==> src/rtl/cnn_mac_pipe.sv <==
// rtl/cnn_mac_pipe.sv - pipelined signed MAC with framed accumulate, rounding shift and overflow flag (optional CNN_MAC_SAT_EN)
module cnn_mac_pipe #(
  parameter int DIN0_WIDTH = 14,
  parameter int DIN1_WIDTH = 6,
  parameter int ACC_WIDTH  = 32,
  parameter int DOUT_WIDTH = 16,
  parameter int SHIFT      = 0,
  parameter int NUM_STAGE  = 2
) (
  input  logic                  ap_clk,
  input  logic                  ap_rst,
  input  logic                  ce,
  input  logic                  in_valid,
  input  logic                  in_last,
  input  logic [DIN0_WIDTH-1:0] din0,
  input  logic [DIN1_WIDTH-1:0] din1,
  output logic                  out_valid,
  output logic [DOUT_WIDTH-1:0] dout,
  output logic                  ovf
);

  localparam int PW = DIN0_WIDTH + DIN1_WIDTH;
  // one guard bit so the rounding bias can never wrap the sum
  localparam int SW = ACC_WIDTH + 1;
  localparam logic [SW-1:0] RND = (SW'(1) << SHIFT) >> 1;
  localparam logic [DOUT_WIDTH-1:0] DMAX = {1'b0, {(DOUT_WIDTH-1){1'b1}}};
  localparam logic [DOUT_WIDTH-1:0] DMIN = {1'b1, {(DOUT_WIDTH-1){1'b0}}};

  logic signed [PW-1:0]        r_p [NUM_STAGE];
  logic [NUM_STAGE-1:0]        r_pv;
  logic [NUM_STAGE-1:0]        r_pl;
  logic signed [ACC_WIDTH-1:0] r_acc;
  logic                        r_first;
  logic                        r_acc_last;
  logic                        r_out_valid;
  logic [DOUT_WIDTH-1:0]       r_dout;
  logic                        r_ovf;

  logic signed [PW-1:0]        w_prod;
  logic signed [ACC_WIDTH-1:0] w_p_ext;
  logic signed [ACC_WIDTH-1:0] w_acc_new;
  logic signed [SW-1:0]        w_s;
  logic signed [SW-1:0]        w_r;
  logic [SW-DOUT_WIDTH:0]      w_hi;
  logic                        w_fits;
  logic [DOUT_WIDTH-1:0]       w_fit;

  assign w_prod    = $signed(din0) * $signed(din1);
  assign w_p_ext   = ACC_WIDTH'(r_p[NUM_STAGE-1]);
  assign w_acc_new = (r_first ? '0 : r_acc) + w_p_ext;

  assign w_s    = SW'(r_acc) + $signed(RND);
  assign w_r    = w_s >>> SHIFT;
  // r fits when every bit from the DOUT sign position upward agrees
  assign w_hi   = w_r[SW-1:DOUT_WIDTH-1];
  assign w_fits = (&w_hi) | ~(|w_hi);

`ifdef CNN_MAC_SAT_EN
  assign w_fit = w_fits ? w_r[DOUT_WIDTH-1:0] : (w_r[SW-1] ? DMIN : DMAX);
`else
  assign w_fit = w_r[DOUT_WIDTH-1:0];
`endif

  // multiplier pipeline: product with its valid/last tags, NUM_STAGE deep
  always_ff @(posedge ap_clk) begin
    if (ap_rst) begin
      for (int i = 0; i < NUM_STAGE; i++) r_p[i] <= '0;
      r_pv <= '0;
      r_pl <= '0;
    end else if (ce) begin
      r_p[0]  <= w_prod;
      r_pv[0] <= in_valid;
      r_pl[0] <= in_valid & in_last;
      for (int i = 1; i < NUM_STAGE; i++) begin
        r_p[i]  <= r_p[i-1];
        r_pv[i] <= r_pv[i-1];
        r_pl[i] <= r_pl[i-1];
      end
    end
  end

  // accumulator: restarts from zero on the first term after a last term
  always_ff @(posedge ap_clk) begin
    if (ap_rst) begin
      r_acc      <= '0;
      r_first    <= 1'b1;
      r_acc_last <= 1'b0;
    end else if (ce) begin
      r_acc_last <= r_pv[NUM_STAGE-1] & r_pl[NUM_STAGE-1];
      if (r_pv[NUM_STAGE-1]) begin
        r_acc   <= w_acc_new;
        r_first <= r_pl[NUM_STAGE-1];
      end
    end
  end

  // output stage: round/shift the completed sum; dout and ovf hold between groups
  always_ff @(posedge ap_clk) begin
    if (ap_rst) begin
      r_out_valid <= 1'b0;
      r_dout      <= '0;
      r_ovf       <= 1'b0;
    end else if (ce) begin
      r_out_valid <= r_acc_last;
      if (r_acc_last) begin
        r_dout <= w_fit;
        r_ovf  <= ~w_fits;
      end
    end
  end

  assign out_valid = r_out_valid;
  assign dout      = r_dout;
  assign ovf       = r_ovf;

endmodule

==> config.mk <==
export PLATFORM = sky130hd
export DESIGN_NAME = cnn_mac_pipe
export DESIGN_NICKNAME = d
export VERILOG_FILES = /design/src/rtl/cnn_mac_pipe.sv
export SDC_FILE = /design/constraint.sdc
export NUM_CORES = 1
export LEC_CHECK = 0
export BUFFER_PORTS_ARGS = -buffer_cell sky130_fd_sc_hd__buf_2
export CAP_MARGIN = 20
export CORE_UTILIZATION = 50
export DETAILED_ROUTE_END_ITERATION = 7
export PLACE_DENSITY = 0.82
export SLEW_MARGIN = 20
export SYNTH_ARGS = -nofsm -noshare
export SYNTH_HDL_FRONTEND = slang
export SYNTH_SLANG_ARGS = --single-unit
==> constraint.sdc <==
create_clock -name ap_clk -period 4.9 [get_ports ap_clk]
set_clock_uncertainty 0.1 [all_clocks]
set_input_delay 0.735 -clock ap_clk [delete_from_list [all_inputs] [get_ports ap_clk]]
set_output_delay 0.735 -clock ap_clk [all_outputs]
set_load 0.05 [all_outputs]
# After elaboration in Yosys (flattened, before gate mapping)
# Memories as Yosys holds them, arrays and structs flattened.
# Index checks and enable logic that the tools add are counted.
# Widths: inputs -> output; s select.
# op_classes
muxes	8
mul	1
add_sub_neg	1
bitwise	7
shift	0
magnitude_cmp	0
n_eq_ne	0
n_reduce_logical	4
div	0
# op_table
operator	n
$mux 20	2
$add 32x32->32	1
$mux 32	1
$mul 14x6->20	1
$reduce_and 17->1	1
$reduce_or 17->1	1
$mux 1	5
$reduce_and 2->1	2
$or 1x1->1	3
$and 1x1->1	2
$not 1->1	2
# totals
register_bits	56
latchBits	0
mem_bits_rw	40
romBits	0
mem_count	1
input_bits	25
# memory_table
memory	words	width	rd	rd_clocked_by_memory_dff	wr	line_no	rtl
r_p	2	20	2	0	2	29	logic signed [PW-1:0] r_p [NUM_STAGE];

# Depth between registers and ports, before layout
# Gate-level depths: netlist of run 1.
# depth
depth_word	4
mapped_depth	17
ltp_nobuf	16

# Worst setup path after synthesis of run 1
# OpenSTA, ideal clock, no wires.
# synth_timing
kind	in2reg
start	in din1[2]
end	mem r_p[0][19] in the netlist's numbering, data pin
path_slack_ns	-0.391
cell_stages	16
setup_time_ns	0.273
arrival_time_ns	4.918
cell_sequence	clkbuf_1 > and2_1 > fa_1 > inv_1 > fa_1 > inv_1 > fa_1 > fa_1 > ha_1 > a21o_1 > a21o_1 > a2111o_1 > a22oi_1 > a211oi_1 > o311ai_0 > o41ai_1
# synth_lines
item	line_no	rtl
start: declaration	16	input logic [DIN1_WIDTH-1:0] din1,
end: declaration	29	

==> impl_metrics.csv, run 1 <==
group,metric,value,unit
drt,vias,6684,
place,port_buffers,42,
place,routabilityCongestion,0.912,
yosys,synth_top_area_share,14.3,%
clocking,cts_max_level,3,
drt,wire_per_inst,14.3,µm
timing,finalMaxSlewViolations,0,
drt,drc,0,
clocking,holdBufCountCts,0,
layout,finalNonFillerCells,1206,
layout,drive_above_1_share,13.4,%
yosys,async_flop_share,0,%
worst_setup_path,required,4880,ps
grt,gr-total-overflow,0,
layout,nets,1137,
worst_setup_path,worstPathArrival,4820,ps
yosys,netlist_instances,929,
pwr,p_leak,4.05,nW
worst_setup_path,cp_top_family,"adder cells",
timing,finalHoldViolations,0,
yosys,synth_edf_count,40,
clocking,cts_tree,"yes",
clocking,cts_inserted_buffers,9,
clocking,clock_latency,350,ps
grt,antenna_found_initial,0,
drt,first_pass_iters,5,
timing,worst_pin_slew,1160,ps
drt,routed_via_density,5.54,
yosys,ys_seq_area_share,27.7,%
layout,finish.utilization,58.3,%
yosys,yosysWarningCount,0,
drt,drt_iter0_markers,484,
drt,wl,17300,µm
worst_setup_path,cpMaxStageDelayCell,"fa_2",
yosys,syn_avg_cell_area,9.01,µm²
clocking,cts.sinks,96,
yosys,synth_cell_types,70,
die,num_rows,46,
pwr,irDropWorstVdd,0.000183,V
worst_setup_path,start_kind,"input pin",
yosys,synth_seq_cells,96,
grt,grt_pass1_wl,29200,µm
grt,grt_pass1_vias,6239,
timing,period_share,98.7,%
grt,grt_max_degree,51,
min_path,min_path_type,"register to register",
yosys,syn_nets,1081,
die,die_w,131,µm
die,ios,43,
yosys,synth_flop_cell,"dfxtp_1",
yosys,synth_top_cell_by_area,"edfxtp_1",
timing,hold_slack,350,ps
die,die_h,131,µm
die,start_util,51.9,%
timing,max_freq,207,MHz
run,cap_violations,0,
place,dp_hpwl,13300,µm
pwr,power_density,318,nW/µm²
worst_setup_path,cp.buffers_inverters,3,
layout,antenna_cells,0,
timing,fin_crit,4830,ps
layout,fillers,1403,
layout,syn2layout_area_growth,12.2,%
worst_setup_path,worstSetupPathType,"input pin to register",
worst_setup_path,crit_path_frequent_cell,"fa_1",
clocking,cts-root-buf,"clkbuf_16",
grt,grt_usage,20.4,%
timing,tns,0,ps
drt,ant_nets,0,
place,placed_cells,1189,
worst_setup_path,slowest_delay,590,ps
timing,slew_headroom,22.6,%
worst_setup_path,cp_cell_sequence,"buf_2, and2_4, fa_1, inv_2, fa_1, inv_1, fa_1, fa_2, ha_4, a21o_1, a21o_1, a2111o_1, a22oi_2, a211oi_2, o311ai_1, o41ai_1",
clocking,path_clk_slew,70,ps
worst_setup_path,cp_max_fo,3,
yosys,synth_area,8370,µm²
die,core_area,16100,µm²
timing,setup_viol,0,
die,dieArea,17300,µm²
yosys,synthTopCellsByArea,"edfxtp_1, fa_1, dfxtp_1, ha_1, and2_1",
outcome,run_status,"complete, no violations",
worst_setup_path,cp-end-kind,"register",
clocking,clockBufferDepth,2,
worst min-delay path, cell delays in order (launching register included):
cell and delay, ps:
dfxtp_1 310, nand2_1 50, a21oi_1 50
layout make-up:
type / instances / area, µm² / share of cell area, %
Sequential cell: 96 / 2320 / 24.7
Clock inverter: 5 / 58.8 / 0.626
Clock buffer: 11 / 254 / 2.70
Timing Repair Buffer: 87 / 548 / 5.84
Multi-Input combinational cell: 741 / 5750 / 61.2
Inverter: 50 / 188 / 2.00
Tap cell: 216 / 270 / 2.88
through the flow:
| step | power [mW] | setup slack, ps | instance area (µm²) |
|---|---|---|---|
| final | 2.98 | 65.7 | 9390 |
| after global routing | 3.22 | -28.6 | 9390 |
| after CTS | 2.97 | 27.9 | 9350 |
| after detailed placement | 2.24 | -331 | 9040 |
| after global placement | 2.19 | -267 | 9040 |
| after floorplan | 1.88 | -151 | 8410 |
Yosys cell counts (all sizes together) (29+ instances only):
cell    instances
fa             59
clkbuf         36
dfxtp          56
nand2          96
edfxtp         40
o21ai          29
nor2b          51
inv            50
and2           87
nor2           51
a21oi          68
ha             68
metal layers:
layer | vias to the layer above | GRT usage (%) | wire length, µm
li1 | 3358 | - | -
met1 | 3135 | 28.7 | 8440
met2 | 171 | 33.3 | 7960
met3 | 20 | 2.55 | 701
met4 | 0 | 4.65 | 206
met5 | - | 0 | 0
registers in the layout, summed over array words and instances, names as in the netlist:
name,flops
r_p,40
r_acc,32
dout,16
r_pl,2
r_pv,2
out_valid,1
ovf,1
r_acc_last,1
r_first,1
placed cells by master (no fill, tap or decap), types with 10 or more instances in the layout:
master,n
edfxtp_1,40
buf_2,42
nand4_1,12
o21a_1,10
nand3_1,16
o21ai_0,25
a21o_1,16
xnor2_1,20
nand2_1,96
nor2b_1,50
clkbuf_16,10
and2_1,84
ha_1,66
dfxtp_1,56
buf_4,45
inv_1,48
a21oi_1,65
nor2_1,51
fa_1,57
nor3_1,19
cell families after synthesis:
group           count (synthesis)  share of synthesized area (%)
flops                          96                           27.7
xor+xnor                       24                           2.51
buf+inv                        92                           4.29
compound gates                197                           15.9
mux                             6                          0.732
simple gates                  387                           24.6
fa+ha+maj                     127                           24.3
worst paths after layout:
kind | start | end | slack, ps | cells past startpoint
worst max-delay path | din0[3] | r_p[0][19] | 70 | 16
worst min-delay path | dout[0] | dout[0] | 350 | 2
worst max register to register | r_first | r_acc[26] | 1380 | 10
worst min register to register | dout[0] | dout[0] | 350 | 2
report_power, final:
group / total (mW) / leakage [nW] / switching, mW / internal, mW
Clock: 0.732 / 0.156 / 0.303 / 0.430
Sequential: 0.953 / 0.888 / 0.0272 / 0.925
Combinational: 1.30 / 3.01 / 0.666 / 0.632
Total: 2.98 / 4.05 / 0.996 / 1.99
timing repair:
item	in CTS	in global routing
setup endpoints to repair	0	4
gates resized for setup	0	7
buffers inserted	0	1
Power figures use the tool's default switching activity.
==> inputs of run 2 (changes only) <==
--- a/config.mk
+++ b/config.mk
@@ -9,7 +9,7 @@
 export CAP_MARGIN = 20
 export CORE_UTILIZATION = 50
 export DETAILED_ROUTE_END_ITERATION = 7
-export PLACE_DENSITY = 0.82
+export PLACE_DENSITY = 0.69
 export SLEW_MARGIN = 20
 export SYNTH_ARGS = -nofsm -noshare
 export SYNTH_HDL_FRONTEND = slang
==> run 2 against run 1 <==
  * The run now ends with negative setup slack left
  * Combinational power hardly changed
  * Register-to-register slack better by 120 ps
  * Clock-buffer cell count is 2 lower
  * Core utilization is 0.54 points higher
  * Non-clock buffer count is 6 higher
  * Worst setup slack worse by 110 ps
  * First-iteration DRC count is 13% lower
  * Clock power hardly changed
  * Flip-flop and latch count stayed put
  * Highest routed layer unchanged
  * Die area stayed put
  * Sequential power hardly changed
==> impl_metrics.csv, run 2 (synthesis results as in run 1) <==
group,metric,value,unit
pwr,p_leak,4.09,nW
worst_setup_path,required,4890,ps
clocking,cts_inserted_buffers,9,
timing,setup_viol,1,
die,die_h,131,µm
grt,grt_max_degree,52,
grt,grt_pass1_vias,6429,
timing,slew_headroom,37.7,%
timing,finalMaxSlewViolations,0,
timing,worst_pin_slew,934,ps
worst_setup_path,crit_path_frequent_cell,"fa_1",
layout,regMostFlops,"r_p",
grt,grt_pass1_wl,30000,µm
run,cap_violations,0,
outcome,violations,"negative setup slack",
layout,fillers,1423,
timing,fin_crit,4940,ps
layout,finish.utilization,58.8,%
timing,worst_slack,-43.5,ps
layout,syn2layout_area_growth,13.2,%
place,dp_slack,-377,ps
worst_setup_path,cpMaxStageDelayCell,"fa_1",
timing,tns,-43.5,ps
worst_setup_path,cp_cell_sequence,"buf_6, and2_4, fa_1, inv_2, fa_1, inv_1, fa_1, fa_2, buf_6, inv_4, fa_2, nor2b_4, o21ai_2, a21boi_2, o311a_1, o31a_1, nor4b_4, or3_1",
drt,drc,0,
place,dp_hpwl,13300,µm
timing,rsz0062_at_grt,"true",
place,port_buffers,42,
worst_setup_path,cp.buffers_inverters,5,
clocking,cts_max_level,3,
grt,grt_usage,20.8,%
timing,finalHoldViolations,0,
layout,drive_above_1_share,14.6,%
worst_setup_path,cp-end-kind,"register",
drt,ant_nets,0,
layout,fin_area,9480,µm²
timing,hold_slack,352,ps
die,core_area,16100,µm²
layout,largest_reg_flops,40,
pwr,irDropWorstVdd,0.000167,V
outcome,run_status,"finished with violations",
drt,wire_per_inst,14.4,µm
timing,period_share,101,%
worst_setup_path,cp_max_fo,3,
layout,nets,1143,
worst_setup_path,start_kind,"input pin",
timing,max_freq,202,MHz
grt,gr-total-overflow,0,
worst_setup_path,worstSetupPathType,"input pin to register",
clocking,clock_latency,350,ps
layout,layout_commonest_cell,"nand2_1",
drt,vias,6703,
pwr,power_density,318,nW/µm²
layout,antenna_cells,0,
worst_setup_path,worstPathArrival,4930,ps
drt,drt_iter0_markers,422,
clocking,cts.sinks,96,
clocking,cts_tree,"yes",
die,start_util,51.9,%
clocking,path_clk_slew,70,ps
place,place_area,9060,µm²
clocking,cts-root-buf,"clkbuf_16",
layout,final_cell_mix,"nand2_1, and2_1, ha_1, a21oi_1, fa_1",
grt,antenna_found_initial,0,
die,die_w,131,µm
drt,wl,17400,µm
worst_setup_path,slowest_delay,550,ps
worst_setup_path,cp_top_family,"adder cells",
drt,first_pass_iters,5,
clocking,clockBufferDepth,2,
min_path,min_path_type,"register to register",
die,num_rows,46,
die,dieArea,17300,µm²
die,ios,43,
drt,routed_via_density,5.53,
place,routabilityCongestion,0.906,
## run 2: changes by cell type in the layout (fill, tap and decap cells not counted), moves of 2 or more
cell      before  now
inv_8          0    2
buf_4         45   50
nor3_2         1    3
nor3_1        19   17
a21boi_2       0    2
buf_6          0    2
## run 2: worst min-delay path, stage by stage, from the launching register on
cell and delay (ps):
dfxtp_1 310, nand2_1 50, a21oi_1 50
## run 2: layer usage
| metal | GRT usage, % | wire length (µm) |
|---|---|---|
| met3 | 2.28 | 665 |
| met5 | 0 | 0 |
| met2 | 34.1 | 8070 |
| met4 | 6.91 | 286 |
| met1 | 28.6 | 8420 |
## run 2: metrics by stage
step                      total power [mW]  std cells
final                                 3.01       1212
after global routing                  3.26       1212
after CTS                             2.96       1208
after detailed placement              2.22       1192
after global placement                2.21       1192
after floorplan                       1.88        929
## run 2: what timing repair did
action / CTS / global route
gates resized for setup: 0 / 17
setup endpoints to repair: 1 / 4
buffers inserted: 0 / 4
pin swaps: 1 / 10
hold buffers: 0 / 0
## run 2: path summary, 6_finish.rpt
kind / start / endpoint / slack, ps / depth (start not counted)
hold / removal: dout[2] / dout[2] / 350 / 2
setup reg to reg: r_first / r_acc[26] / 1500 / 10
hold reg to reg: dout[2] / dout[2] / 350 / 2
setup / recovery: din1[2] / r_p[0][18] / -40 / 18
## run 2: area by class of cell
| class | instances | area [µm²] | share of cell area [%] |
|---|---|---|---|
| Tap cell | 216 | 270 | 2.85 |
| Clock inverter | 7 | 83.8 | 0.885 |
| Sequential cell | 96 | 2320 | 24.5 |
| Clock buffer | 9 | 225 | 2.38 |
| Multi-Input combinational cell | 741 | 5780 | 61.0 |
| Timing Repair Buffer | 93 | 603 | 6.36 |
| Inverter | 50 | 190 | 2.01 |
## run 2: report_power, final
| part | switching (mW) | internal, mW | leakage (nW) |
|---|---|---|---|
| logic | 0.671 | 0.655 | 3.05 |
| registers | 0.0255 | 0.925 | 0.888 |
| clock network | 0.326 | 0.408 | 0.155 |
==> inputs of run 3 (changes only) <==
--- a/config.mk
+++ b/config.mk
@@ -5,11 +5,12 @@
 export SDC_FILE = /design/constraint.sdc
 export NUM_CORES = 1
 export LEC_CHECK = 0
+export ABC_CLOCK_PERIOD_IN_PS = 5500
 export BUFFER_PORTS_ARGS = -buffer_cell sky130_fd_sc_hd__buf_2
 export CAP_MARGIN = 20
 export CORE_UTILIZATION = 50
 export DETAILED_ROUTE_END_ITERATION = 7
-export PLACE_DENSITY = 0.69
+export PLACE_DENSITY = 0.66
 export SLEW_MARGIN = 20
 export SYNTH_ARGS = -nofsm -noshare
 export SYNTH_HDL_FRONTEND = slang
==> constraint.sdc (replaced) <==
create_clock -name ap_clk -period 5.5 [get_ports ap_clk]
set_clock_uncertainty 0.1 [all_clocks]
set_input_delay 0.825 -clock ap_clk [delete_from_list [all_inputs] [get_ports ap_clk]]
set_output_delay 0.825 -clock ap_clk [all_outputs]
set_load 0.05 [all_outputs]
==> run 3 against run 2 <==
  * The run now ends clean
  * Core utilization decreased by 2.3 points
  * Cell count fell by 2.8%
  * First-iteration DRC count rose by 2.8%
  * Largest power group unchanged
==> impl_metrics.csv, run 3 (synthesis results as in run 1) <==
group,metric,value,unit
grt,grt_pass1_wl,30000,µm
worst_setup_path,cpMaxStageDelayCell,"fa_1",
worst_setup_path,cp_cell_sequence,"buf_2, nand2b_1, fa_1, fa_1, inv_1, fa_1, fa_1, ha_1, a21o_1, a21o_1, a2111o_1, a22oi_1, a211oi_1, o311ai_0, o41ai_1",
die,num_rows,46,
layout,antenna_cells,0,
grt,grt_pass1_vias,6152,
worst_setup_path,cp_max_fo,6,
clocking,cts_max_level,3,
drt,first_pass_iters,5,
grt,grt_usage,21.0,%
layout,nets,1109,
run,cap_violations,0,
worst_setup_path,cp_top_family,"adder cells",
die,core_area,16100,µm²
layout,regMostFlops,"r_p",
timing,slew_headroom,25.8,%
die,start_util,51.9,%
layout,final_cell_mix,"nand2_1, and2_1, ha_1, a21oi_1, fa_1",
drt,wl,17300,µm
die,die_h,131,µm
layout,syn2layout_area_growth,8.68,%
die,ios,43,
drt,drc,0,
die,dieArea,17300,µm²
clocking,holdBufCountCts,0,
die,die_w,131,µm
worst_setup_path,worstPathArrival,5160,ps
grt,antenna_found_initial,0,
timing,worst_pin_slew,1110,ps
min_path,min_path_type,"register to register",
worst_setup_path,required,5480,ps
pwr,power_density,269,nW/µm²
worst_setup_path,cp.buffers_inverters,2,
timing,setup_viol,0,
outcome,run_status,"complete, no violations",
clocking,clockBufferDepth,2,
place,dp_hpwl,13300,µm
worst_setup_path,cp-end-kind,"register",
timing,finalMaxSlewViolations,0,
worst_setup_path,r2r_start,"r_first",
clocking,cts.repair.resized,0,
drt,vias,6457,
pwr,power.total,2.45,mW
min_path,worstHoldStart,"dout[12]",
layout,finish.utilization,56.5,%
worst_setup_path,slowest_delay,560,ps
clocking,cts.sinks,96,
place,dp_slack,-89.0,ps
clocking,cts_tree,"yes",
timing,period_share,94.2,%
timing,fin_crit,5180,ps
grt,grt_max_degree,42,
clocking,cts_inserted_buffers,9,
timing,max_freq,193,MHz
drt,routed_via_density,5.48,
timing,hold_slack,353,ps
timing,rsz0062_at_grt,"false",
worst_setup_path,crit_path_frequent_cell,"fa_1",
worst_setup_path,worstSetupPathType,"input pin to register",
drt,wire_per_inst,14.7,µm
clocking,clock_latency,340,ps
timing,worst_slack,319,ps
place,port_buffers,42,
place,routabilityCongestion,0.865,
pwr,p_leak,3.89,nW
worst_setup_path,startpoint,"din0[0]",
pwr,irDropWorstVdd,0.000152,V
grt,gr-total-overflow,0,
drt,ant_nets,0,
drt,drt_iter0_markers,434,
timing,finalHoldViolations,0,
layout,drive_above_1_share,9.67,%
layout,layout_commonest_cell,"nand2_1",
clocking,cts_setup_buffers,0,
clocking,cts-root-buf,"clkbuf_16",
layout,largest_reg_flops,40,
worst_setup_path,start_kind,"input pin",
clocking,path_clk_slew,70,ps
[run 3: layout make-up]
class	count	area [µm²]
fillers	1506	7020
multi-input cells	741	5690
flip-flops and latches	96	2320
repair buffers	59	338
well taps	216	270
clock buffers	10	239
inverters	50	188
clock inverters	6	51.3
[run 3: metal layers]
layer  track usage [%]  vias up  wire [µm]
li1                  -     3307          -
met2              33.6      103       8020
met3              1.93       14        558
met4              6.33        0        239
met1              30.1     3033       8460
met5                 0        -          0
[run 3: tightest hold or removal path, cell delays in order, from the launching register on]
cell and delay (ps):
dfxtp_1 310, nand2_1 50, a21oi_1 50
[run 3: power breakdown]
group          switching (mW)  internal [mW]  total [mW]  leakage [nW]
Sequential             0.0233          0.824       0.848         0.888
Combinational           0.545          0.457        1.00          2.86
Clock                   0.275          0.325       0.600         0.145
Total                   0.843           1.61        2.45          3.89
[run 3: metrics by stage]
step | instances | area (µm²) | TNS (ps)
after global placement | 1162 | 8810 | -14.4
after floorplan | 929 | 8370 | 0
after global routing | 1178 | 9100 | 0
after CTS | 1178 | 9100 | 0
final | 1178 | 9100 | 0
after detailed placement | 1162 | 8810 | -89.0
[run 3: final timing paths]
| path | endpoint | slack (ps) | depth (start not counted) |
|---|---|---|---|
| max | r_p[0][19] | 320 | 15 |
| min | dout[12] | 350 | 2 |
| max reg2reg | r_acc[26] | 1590 | 12 |
| min reg2reg | dout[12] | 350 | 2 |
